`src/rtl/inout_sram_master_if.sv`:
```
// Command, write-stream, read-stream and SRAM pin bundle for inout_sram_master.
// master = the burst engine, slave = the datapath/SRAM side.
interface inout_sram_master_if #(
  parameter int unsigned ADDR_W = 18,
  parameter int unsigned DATA_W = 16,
  parameter int unsigned LEN_W  = 16
);
  logic              cmd_valid;
  logic              cmd_ready;
  logic              cmd_write;
  logic [ADDR_W-1:0] cmd_addr;
  logic [LEN_W-1:0]  cmd_len;

  logic              wr_valid;
  logic              wr_ready;
  logic [DATA_W-1:0] wr_data;

  logic              rd_valid;
  logic              rd_ready;
  logic [DATA_W-1:0] rd_data;

  logic              busy;
  logic              done;
  logic              err;

  logic              SRAM_CS;
  logic              SRAM_OE;
  logic              SRAM_WEB;
  logic [ADDR_W-1:0] SRAM_A;
  logic [DATA_W-1:0] SRAM_DI;
  logic [DATA_W-1:0] SRAM_DO;

  modport master (
    input  cmd_valid, cmd_write, cmd_addr, cmd_len,
    input  wr_valid, wr_data,
    input  rd_ready,
    input  SRAM_DO,
    output cmd_ready, wr_ready, rd_valid, rd_data,
    output busy, done, err,
    output SRAM_CS, SRAM_OE, SRAM_WEB, SRAM_A, SRAM_DI
  );

  modport slave (
    output cmd_valid, cmd_write, cmd_addr, cmd_len,
    output wr_valid, wr_data,
    output rd_ready,
    output SRAM_DO,
    input  cmd_ready, wr_ready, rd_valid, rd_data,
    input  busy, done, err,
    input  SRAM_CS, SRAM_OE, SRAM_WEB, SRAM_A, SRAM_DI
  );
endinterface

```
`src/rtl/inout_sram_master.sv`:
```
// Burst engine for the InOut SRAM pins: write bursts from a stream, read bursts to a stream.
// Define INOUT_SRAM_BOUND_CHECK_EN to reject bursts that run past MAX_ADDR (err pulse).
module inout_sram_master #(
  parameter int unsigned       ADDR_W   = 18,
  parameter int unsigned       DATA_W   = 16,
  parameter int unsigned       LEN_W    = 16,
  parameter logic [ADDR_W-1:0] MAX_ADDR = ADDR_W'(18'h2FFFF)
) (
  input  logic                CK,
  input  logic                RSTn,
  inout_sram_master_if.master bus
);

  localparam int unsigned SUM_W = ADDR_W + LEN_W + 1;

  typedef enum logic [1:0] {IDLE, WRITE, READ, DRAIN} state_t;

  state_t            state_q;
  logic [ADDR_W-1:0] addr_q;
  logic [LEN_W-1:0]  remain_q;
  logic              oe_q;
  logic              done_q;
  logic              err_q;

  logic [DATA_W-1:0] fifo_q [2];
  logic              wptr_q;
  logic              rptr_q;
  logic [1:0]        count_q;

  logic              wr_beat;
  logic              rd_issue;
  logic              pop;
  logic              last_beat;
  logic [2:0]        occ;
  logic [SUM_W-1:0]  end_sum;
  logic              over_range;
  logic              reject;

  assign wr_beat   = (state_q == WRITE) && bus.wr_valid;
  assign pop       = (count_q != 2'd0) && bus.rd_ready;
  assign last_beat = (remain_q == LEN_W'(1));

  // Buffered + in-flight beats after this cycle's pop; a new issue needs room for its reply.
  assign occ      = 3'(count_q) + 3'(oe_q) - 3'(pop);
  assign rd_issue = (state_q == READ) && (occ < 3'd2);

  assign end_sum    = SUM_W'(bus.cmd_addr) + SUM_W'(bus.cmd_len) - SUM_W'(1);
  assign over_range = (bus.cmd_len != '0) && (end_sum > SUM_W'(MAX_ADDR));

`ifdef INOUT_SRAM_BOUND_CHECK_EN
  assign reject = over_range;
`else
  logic unused_over_range;
  assign unused_over_range = over_range;
  assign reject = 1'b0;
`endif

  assign bus.cmd_ready = (state_q == IDLE);
  assign bus.wr_ready  = (state_q == WRITE);
  assign bus.busy      = (state_q != IDLE);
  assign bus.done      = done_q;
  assign bus.err       = err_q;
  assign bus.rd_valid  = (count_q != 2'd0);
  assign bus.rd_data   = fifo_q[rptr_q];

  // SRAM pins follow the accepted beat / issue in the same cycle; idle values otherwise.
  assign bus.SRAM_CS  = wr_beat || rd_issue;
  assign bus.SRAM_WEB = !wr_beat;
  assign bus.SRAM_OE  = oe_q;
  assign bus.SRAM_A   = (wr_beat || rd_issue) ? addr_q : '0;
  assign bus.SRAM_DI  = wr_beat ? bus.wr_data : '0;

  // Burst control FSM.
  always_ff @(posedge CK or negedge RSTn) begin
    if (!RSTn) begin
      state_q  <= IDLE;
      addr_q   <= '0;
      remain_q <= '0;
      oe_q     <= 1'b0;
      done_q   <= 1'b0;
      err_q    <= 1'b0;
    end else begin
      oe_q   <= rd_issue;
      done_q <= 1'b0;
      err_q  <= 1'b0;
      case (state_q)
        IDLE: begin
          if (bus.cmd_valid) begin
            addr_q   <= bus.cmd_addr;
            remain_q <= bus.cmd_len;
            if (reject) begin
              err_q <= 1'b1;
            end else if (bus.cmd_len == '0) begin
              done_q <= 1'b1;
            end else begin
              state_q <= bus.cmd_write ? WRITE : READ;
            end
          end
        end
        WRITE: begin
          if (wr_beat) begin
            addr_q   <= addr_q + ADDR_W'(1);
            remain_q <= remain_q - LEN_W'(1);
            if (last_beat) begin
              state_q <= IDLE;
              done_q  <= 1'b1;
            end
          end
        end
        READ: begin
          if (rd_issue) begin
            addr_q   <= addr_q + ADDR_W'(1);
            remain_q <= remain_q - LEN_W'(1);
            if (last_beat) begin
              state_q <= DRAIN;
            end
          end
        end
        DRAIN: begin
          // Finish in the cycle of the final pop so done lands right after it.
          if (!oe_q && (count_q == 2'(pop))) begin
            state_q <= IDLE;
            done_q  <= 1'b1;
          end
        end
        default: state_q <= IDLE;
      endcase
    end
  end

  // Two-entry read return FIFO; SRAM_DO is valid during the OE cycle.
  always_ff @(posedge CK or negedge RSTn) begin
    if (!RSTn) begin
      fifo_q[0] <= '0;
      fifo_q[1] <= '0;
      wptr_q    <= 1'b0;
      rptr_q    <= 1'b0;
      count_q   <= 2'd0;
    end else begin
      if (oe_q) begin
        fifo_q[wptr_q] <= bus.SRAM_DO;
        wptr_q         <= !wptr_q;
      end
      if (pop) begin
        rptr_q <= !rptr_q;
      end
      count_q <= count_q + 2'(oe_q) - 2'(pop);
    end
  end

endmodule

```
`src/flat_wrapper.sv`:
```
// flat-port wrapper written by rule: the top's interface ports become plain ports
module inout_sram_master_flat 
#(
  parameter int unsigned       ADDR_W   = 18,
  parameter int unsigned       DATA_W   = 16,
  parameter int unsigned       LEN_W    = 16,
  parameter logic [ADDR_W-1:0] MAX_ADDR = ADDR_W'(18'h2FFFF)
)
  (CK, RSTn, bus_cmd_valid, bus_cmd_write, bus_cmd_addr, bus_cmd_len, bus_wr_valid, bus_wr_data, bus_rd_ready, bus_SRAM_DO, bus_cmd_ready, bus_wr_ready, bus_rd_valid, bus_rd_data, bus_busy, bus_done, bus_err, bus_SRAM_CS, bus_SRAM_OE, bus_SRAM_WEB, bus_SRAM_A, bus_SRAM_DI);
  inout_sram_master_if #(.ADDR_W(ADDR_W), .DATA_W(DATA_W), .LEN_W(LEN_W)) bus_i ();
  input  logic CK;
  input  logic RSTn;
  input wire logic [$bits(bus_i.cmd_valid)-1:0] bus_cmd_valid;
  input wire logic [$bits(bus_i.cmd_write)-1:0] bus_cmd_write;
  input wire logic [$bits(bus_i.cmd_addr)-1:0] bus_cmd_addr;
  input wire logic [$bits(bus_i.cmd_len)-1:0] bus_cmd_len;
  input wire logic [$bits(bus_i.wr_valid)-1:0] bus_wr_valid;
  input wire logic [$bits(bus_i.wr_data)-1:0] bus_wr_data;
  input wire logic [$bits(bus_i.rd_ready)-1:0] bus_rd_ready;
  input wire logic [$bits(bus_i.SRAM_DO)-1:0] bus_SRAM_DO;
  output wire logic [$bits(bus_i.cmd_ready)-1:0] bus_cmd_ready;
  output wire logic [$bits(bus_i.wr_ready)-1:0] bus_wr_ready;
  output wire logic [$bits(bus_i.rd_valid)-1:0] bus_rd_valid;
  output wire logic [$bits(bus_i.rd_data)-1:0] bus_rd_data;
  output wire logic [$bits(bus_i.busy)-1:0] bus_busy;
  output wire logic [$bits(bus_i.done)-1:0] bus_done;
  output wire logic [$bits(bus_i.err)-1:0] bus_err;
  output wire logic [$bits(bus_i.SRAM_CS)-1:0] bus_SRAM_CS;
  output wire logic [$bits(bus_i.SRAM_OE)-1:0] bus_SRAM_OE;
  output wire logic [$bits(bus_i.SRAM_WEB)-1:0] bus_SRAM_WEB;
  output wire logic [$bits(bus_i.SRAM_A)-1:0] bus_SRAM_A;
  output wire logic [$bits(bus_i.SRAM_DI)-1:0] bus_SRAM_DI;
  assign bus_i.cmd_valid = bus_cmd_valid;
  assign bus_i.cmd_write = bus_cmd_write;
  assign bus_i.cmd_addr = bus_cmd_addr;
  assign bus_i.cmd_len = bus_cmd_len;
  assign bus_i.wr_valid = bus_wr_valid;
  assign bus_i.wr_data = bus_wr_data;
  assign bus_i.rd_ready = bus_rd_ready;
  assign bus_i.SRAM_DO = bus_SRAM_DO;
  assign bus_cmd_ready = bus_i.cmd_ready;
  assign bus_wr_ready = bus_i.wr_ready;
  assign bus_rd_valid = bus_i.rd_valid;
  assign bus_rd_data = bus_i.rd_data;
  assign bus_busy = bus_i.busy;
  assign bus_done = bus_i.done;
  assign bus_err = bus_i.err;
  assign bus_SRAM_CS = bus_i.SRAM_CS;
  assign bus_SRAM_OE = bus_i.SRAM_OE;
  assign bus_SRAM_WEB = bus_i.SRAM_WEB;
  assign bus_SRAM_A = bus_i.SRAM_A;
  assign bus_SRAM_DI = bus_i.SRAM_DI;
  inout_sram_master #(.ADDR_W(ADDR_W), .DATA_W(DATA_W), .LEN_W(LEN_W), .MAX_ADDR(MAX_ADDR)) u_core (.CK(CK), .RSTn(RSTn), .bus(bus_i));
endmodule
```
`config.mk`:
```
export PLATFORM = sky130hd
export DESIGN_NAME = inout_sram_master_flat
export DESIGN_NICKNAME = d
export VERILOG_FILES = /design/src/rtl/inout_sram_master_if.sv /design/src/rtl/inout_sram_master.sv /design/src/flat_wrapper.sv
export SDC_FILE = /design/constraint.sdc
export NUM_CORES = 1
export LEC_CHECK = 0
export CAP_MARGIN = 25
export CELL_PAD_IN_SITES_DETAIL_PLACEMENT = 0
export CELL_PAD_IN_SITES_GLOBAL_PLACEMENT = 2
export CORE_MARGIN = 3
export CORE_UTILIZATION = 30
export DETAILED_ROUTE_END_ITERATION = 6
export PLACE_DENSITY = 0.85
export SYNTH_ARGS = -nofsm -noshare
export SYNTH_HDL_FRONTEND = slang
export SYNTH_SLANG_ARGS = --single-unit
```
`constraint.sdc`:
```
create_clock -name CK -period 9 [get_ports CK]
set_clock_uncertainty 0.1 [all_clocks]
set_input_delay 2.7 -clock CK [delete_from_list [all_inputs] [get_ports CK]]
set_output_delay 2.7 -clock CK [all_outputs]
set_load 0.005 [all_outputs]
```
### After elaboration in Yosys (flattened, before gate mapping)

Index checks and enable logic that the tools add are counted.

| storage, ports and cells | value |
|---|---|
| bits in registers | 74 |
| input bits | 72 |
| output and inout bits | 59 |
| word-level logic and storage cells | 82 |

| operators by class | value |
|---|---|
| add/subtract/negate cells | 6 |
| order comparisons | 4 |
| equal/unequal tests | 12 |
| multiplexer cells | 31 |
| bitwise gates (word level) | 2 |
| reduce and logical (&&, ||, !) cells | 17 |

Operator list:

| kind | number |
|---|---|
| $mux W16 | 8 |
| $mux W18 | 4 |
| $pmux W18 S3 | 1 |
| $pmux W16 S3 | 1 |
| $bwmux W32 | 1 |
| $add A18 B1 Y18 const B | 1 |
| $demux W16 S1 | 1 |
| $eq A16 B1 Y1 const B | 1 |
| $logic_not A16 Y1 | 1 |
| $mux W2 | 8 |
| $sub A16 B1 Y16 const B | 1 |
| $ne A2 B1 Y1 const B | 5 |
| $pmux W2 S4 | 1 |
| $reduce_and A7 Y1 | 1 |
| $logic_and A1 B1 Y1 | 5 |
| $mux W1 | 5 |
| $eq A2 B2 Y1 const B | 2 |
| $ge A2 B2 Y1 const B | 2 |
| $logic_not A1 Y1 | 4 |
| $ne A2 B2 Y1 const B | 2 |
| $not A1 Y2 | 2 |
| $reduce_and A4 Y1 | 1 |
| $reduce_bool A2 Y1 | 2 |
| $add A2 B1 Y3 | 1 |
| other kinds (11) | 11 |

### Depth between registers and ports, before layout

| logic depth | value |
|---|---|
| depth in word-level cells | 7 |
| mapped depth | 13 |
| mapped depth without buffers | 11 |

### Least setup slack after synthesis

OpenSTA, ideal clock, no wires.

| timing path | value |
|---|---|
| path type | input -> output |
| start | input bus_rd_ready |
| end | output bus_SRAM_A[10] |
| data arrival time | 4.627 ns |
| required time | 6.200 ns |
| setup slack | 1.573 ns |
| stages | 10 |
| path buffers | 1 |
| cells stage by stage | and2_1 -> ha_1 -> inv_1 -> ha_1 -> fa_1 -> xnor2_1 -> nor3b_1 -> a21o_1 -> clkbuf_1 -> and2_1 |

| on the way | value |
|---|---|
| cells in the longest elaborated chain, start to end | 6 |

Ends and longest elaborated chain:

| item | line | RTL |
|---|---|---|
| start: declaration | flat_wrapper.sv:19 | `input wire logic [$bits(bus_i.rd_ready)-1:0] bus_rd_ready;` |
| $logic_and A1 B1 Y1 | inout_sram_master.sv:40 | `assign pop = (count_q != 2'd0) && bus.rd_ready;` |
| $sub A3 B1 Y3 | inout_sram_master.sv:44 | `assign occ = 3'(count_q) + 3'(oe_q) - 3'(pop);` |
| $lt A3 B2 Y1 | inout_sram_master.sv:45 | `assign rd_issue = (state_q == READ) && (occ < 3'd2);` |
| $logic_and A1 B1 Y1 | inout_sram_master.sv:45 |  |
| named net u_core.rd_issue | inout_sram_master.sv:31 | `logic rd_issue;` |
| $logic_or A1 B1 Y1 | -- |  |
| named net bus_SRAM_CS | flat_wrapper.sv:28 | `output wire logic [$bits(bus_i.SRAM_CS)-1:0] bus_SRAM_CS;` |
| $mux W18 | inout_sram_master.sv:70 | `assign bus.SRAM_A = (wr_beat \|\| rd_issue) ? addr_q : '0;` |
| end: declaration | flat_wrapper.sv:31 | `output wire logic [$bits(bus_i.SRAM_A)-1:0] bus_SRAM_A;` |

The timed path passes the listed nets, and every way through them passes these cells.

### Final worst setup path

| timing path | value |
|---|---|
| start | input bus_rd_ready |
| end | output bus_SRAM_A[17] |

| on the way | value |
|---|---|
| cells in the longest elaborated chain, start to end | 6 |

Ends and longest elaborated chain:

| item | line | RTL |
|---|---|---|
| $logic_and A1 B1 Y1 | inout_sram_master.sv:40 |  |
| named net u_core.pop | inout_sram_master.sv:32 | `logic pop;` |
| $sub A3 B1 Y3 | inout_sram_master.sv:44 |  |
| $lt A3 B2 Y1 | inout_sram_master.sv:45 |  |
| $logic_and A1 B1 Y1 | inout_sram_master.sv:45 |  |
| named net u_core.rd_issue | inout_sram_master.sv:31 |  |
| $logic_or A1 B1 Y1 | inout_sram_master.sv:70 |  |
| $mux W18 | inout_sram_master.sv:70 |  |

The timed path passes the listed nets, and every way through them passes these cells.

==> results.md <==
* Vias at between 3000 and 4000
* Worst path arrival time at about 5.6 ns
* Postcts setup bufs at 0
* Clk root buf: clkbuf_16
* Yosys top cell area share at 0.4359
* Drt pass-1 iters at 4
* RSZ-0062 raised after global routing: false
* Post-Syn Nets at 515
* Num CTS Buffers at 9
* Initial Utilization at 0.3133
* TritonCTS clock tree: done
* Final setup fails at 0
* GRT Util Overall at 0.1552
* DP Cell Count at approximately 700
* Peak VDD IR at between 0.00015 and 0.0002 V
* Largest cells by area after synthesis: dfrtp_1 44%, mux2_2 13%, a21oi_1 4.4%, o21ai_0 3.5%, a2bb2oi_1 3.5%
* Die Span Y at 125.0 um
* Max-Cap Viols at 0
* Final ANT Viol Nets at 0
* CTS resizes at 0
* Power density cells at about 370 nW/um^2
* Top_reg_cell synth: dfrtp_1
* DRC viols at 0
* Clock Power Share at 0.149
* Core area at 13560 um^2
* Top post-synthesis cells by count: 74 x dfrtp_1, 48 x mux2_2, 37 x a21oi_1
* Tcrit/Tclk final at 0.9274
* Fmax at 0.1198 GHz
* Synth Area per Inst at a little under 10 um^2
* Cell count after synthesis at around 430
* Slew Viols, Final at 0
* Clock transition at path regs at approximately 0.060 ns
* CP endpoint kind: output port
* Global-route wire length before repair at around 20 mm
* Switching share of power at 0.3975
* Share of cells above drive strength 1 at 0.1421
* Tmin final at ~8.3 ns
* Die ar. at about 16000 um^2
* Netlist cell types at 50
* Vias in the first global route at 3796
* P_int at about 0.0013 W
* Hold/Removal Path Class: reg2reg
* Setup TNS at 0 ns
* Crit path max fanout at 19
* Die width at 125.0 um
* Vias per cell at between 5 and 6
* P&R area growth vs syn at 40.91%
* Syn Std Cell Area at approximately 4200 um^2
* Register area share after synthesis at 0.4359
* Yosys top cell by area: dfrtp_1
* Hold-fix buffers at CTS at 0
* Initial antenna violation count at 0
* Post-synth EDFFs at 0
* Synth Warn # at 0
* Sw Pwr at just under 0.0009 W
* Clk sinks at between 70 and 80
* Ports at 131
* Seq cells post-synth at between 70 and 80
* Post-synth ARST share at 1.000
* Nets at ~630
* Largest net degree at the start of global routing at 77
* Final Hold Fails at 0
* Share of total power in sequential cells at 0.297
* Max H-tree Level at 3
* Element type at the critical path start: input pin
* Critical Path RT at about 6.2 ns
* DPL Wire Length at roughly 8.3 mm
* Logic pwr share at 0.554
* GP Congestion at about 0.75
* Overflow after GRT at 0
* Wire length per cell at about 17 um
* Finished Layout Cells at ~730
* Maximum root-to-sink buffer count at 2
* # rows at between 40 and 50
* Clk_lat worst skew at about 0.33 ns
* Leak at 2.435 nW
* Initial DRC count at 238
* Final WL at between 10 and 15 mm
* Antenna diode count at 0
* Slew HR at 0.4942
* Worst slew pin tran at between 0.7 and 0.8 ns
* Count leader, synth: dfrtp_1
* CP Class: in2out
* Status: completed
* Port buffer count at roughly 130
cell type report:
cell class	instances	area, um^2
Clock buffer	13	260.3
Multi-Input combinational cell	317	2231
Sequential cell	74	1852
Clock inverter	2	12.51
Fill cell	1321	7572
Tap cell	176	220.2
Inverter	15	56.30
Timing Repair Buffer	135	1354
metal layers:
layer  GRT usage  share of wire  vias up
li1            -              -     1823
met1      0.2106           0.47     1849
met2      0.2502           0.47      107
met3     0.03369          0.046       11
met4     0.04528          0.010        0
met5           0              0        -
worst paths after layout:
| kind | startpoint | endpoint | slack (ns) | depth (start not counted) |
|---|---|---|---|---|
| setup / recovery | bus_rd_ready | bus_SRAM_A[17] | 0.65 | 12 |
| hold / removal | u_core.fifo_q[2] | u_core.fifo_q[2] | 0.40 | 1 |
| setup reg to reg | u_core.count_q[1] | u_core.addr_q[17] | 5.68 | 12 |
| hold reg to reg | u_core.fifo_q[2] | u_core.fifo_q[2] | 0.40 | 1 |
| max in group asynchronous | RSTn | u_core.remain_q[8] | 6.03 | 2 |
| min in group asynchronous | RSTn | u_core.fifo_q[0] | 2.19 | 1 |
cell usage in the layout (no fill, tap or decap), types with 4 or more instances in the layout:
| cell type | netlist | routed |
|---|---|---|
| a2bb2oi_1 | 17 | 17 |
| clkbuf_16 | 0 | 9 |
| dfrtp_1 | 74 | 74 |
| and3_1 | 23 | 23 |
| nand2_1 | 26 | 26 |
| nor3_1 | 6 | 6 |
| clkdlybuf4s50_1 | 0 | 128 |
| nand4_1 | 5 | 5 |
| o22ai_1 | 10 | 10 |
| a21oi_1 | 37 | 37 |
| mux2i_1 | 6 | 6 |
| nand2b_1 | 4 | 4 |
| nand3_1 | 21 | 21 |
| mux2_2 | 48 | 48 |
| and2_1 | 19 | 19 |
| o21ai_0 | 30 | 30 |
| inv_1 | 14 | 14 |
| ha_1 | 9 | 8 |
| nor2_1 | 13 | 13 |
| buf_4 | 1 | 6 |
kinds of logic (layout without fill, tap and decap cells):
| family | Yosys count | count (layout) | synth area share |
|---|---|---|---|
| flops | 74 | 74 | 0.4359 |
| fa+ha+maj | 10 | 10 | 0.03122 |
| compound gates | 109 | 109 | 0.1541 |
| other cells | 1 | 1 | 0.0008828 |
| buf+inv | 42 | 165 | 0.03947 |
| xor+xnor | 3 | 3 | 0.006187 |
| simple gates | 140 | 140 | 0.1909 |
| mux | 54 | 54 | 0.1414 |
critical path, stage by stage:
cell and delay, ns:
clkdlybuf4s50_1 0.42, and2_1 0.17, ha_1 0.27, inv_1 0.04
ha_1 0.18, fa_1 0.38, xnor2_1 0.15, nor3b_1 0.24
a21o_1 0.12, buf_4 0.20, and2_1 0.18, clkdlybuf4s50_1 0.50
state kept, by name (all words and copies together) (netlist names), 2 cells and up:
register and cells:
u_core.state_q 2, u_core.fifo_q 32, u_core.count_q 2, u_core.addr_q 18, u_core.remain_q 16
stage by stage:
step,area (um^2),hold slack [ns],total power [W],utilization,setup slack [ns]
floorplan,4248,0.3634,0.001429,-,1.573
global route,5986,0.4096,0.002425,0.4415,0.4611
finish,5986,0.3990,0.002225,0.4415,0.6537
global placement,5685,0.3809,0.001868,0.4193,0.6572
detailed placement,5685,0.3876,0.001901,0.4193,0.6102
CTS,5958,0.4008,0.002247,0.4395,0.5943
power by group through the flow:
stage | Combinational, W | Clock [W] | Sequential, W
global route | 0.00137 | 0.000360 | 0.000691
finish | 0.00123 | 0.000332 | 0.000661
floorplan | 0.000820 | 0 | 0.000609
CTS | 0.00124 | 0.000344 | 0.000661
detailed placement | 0.00124 | 0 | 0.000665
global placement | 0.00121 | 0 | 0.000658
(Power assumes the default switching activity.)
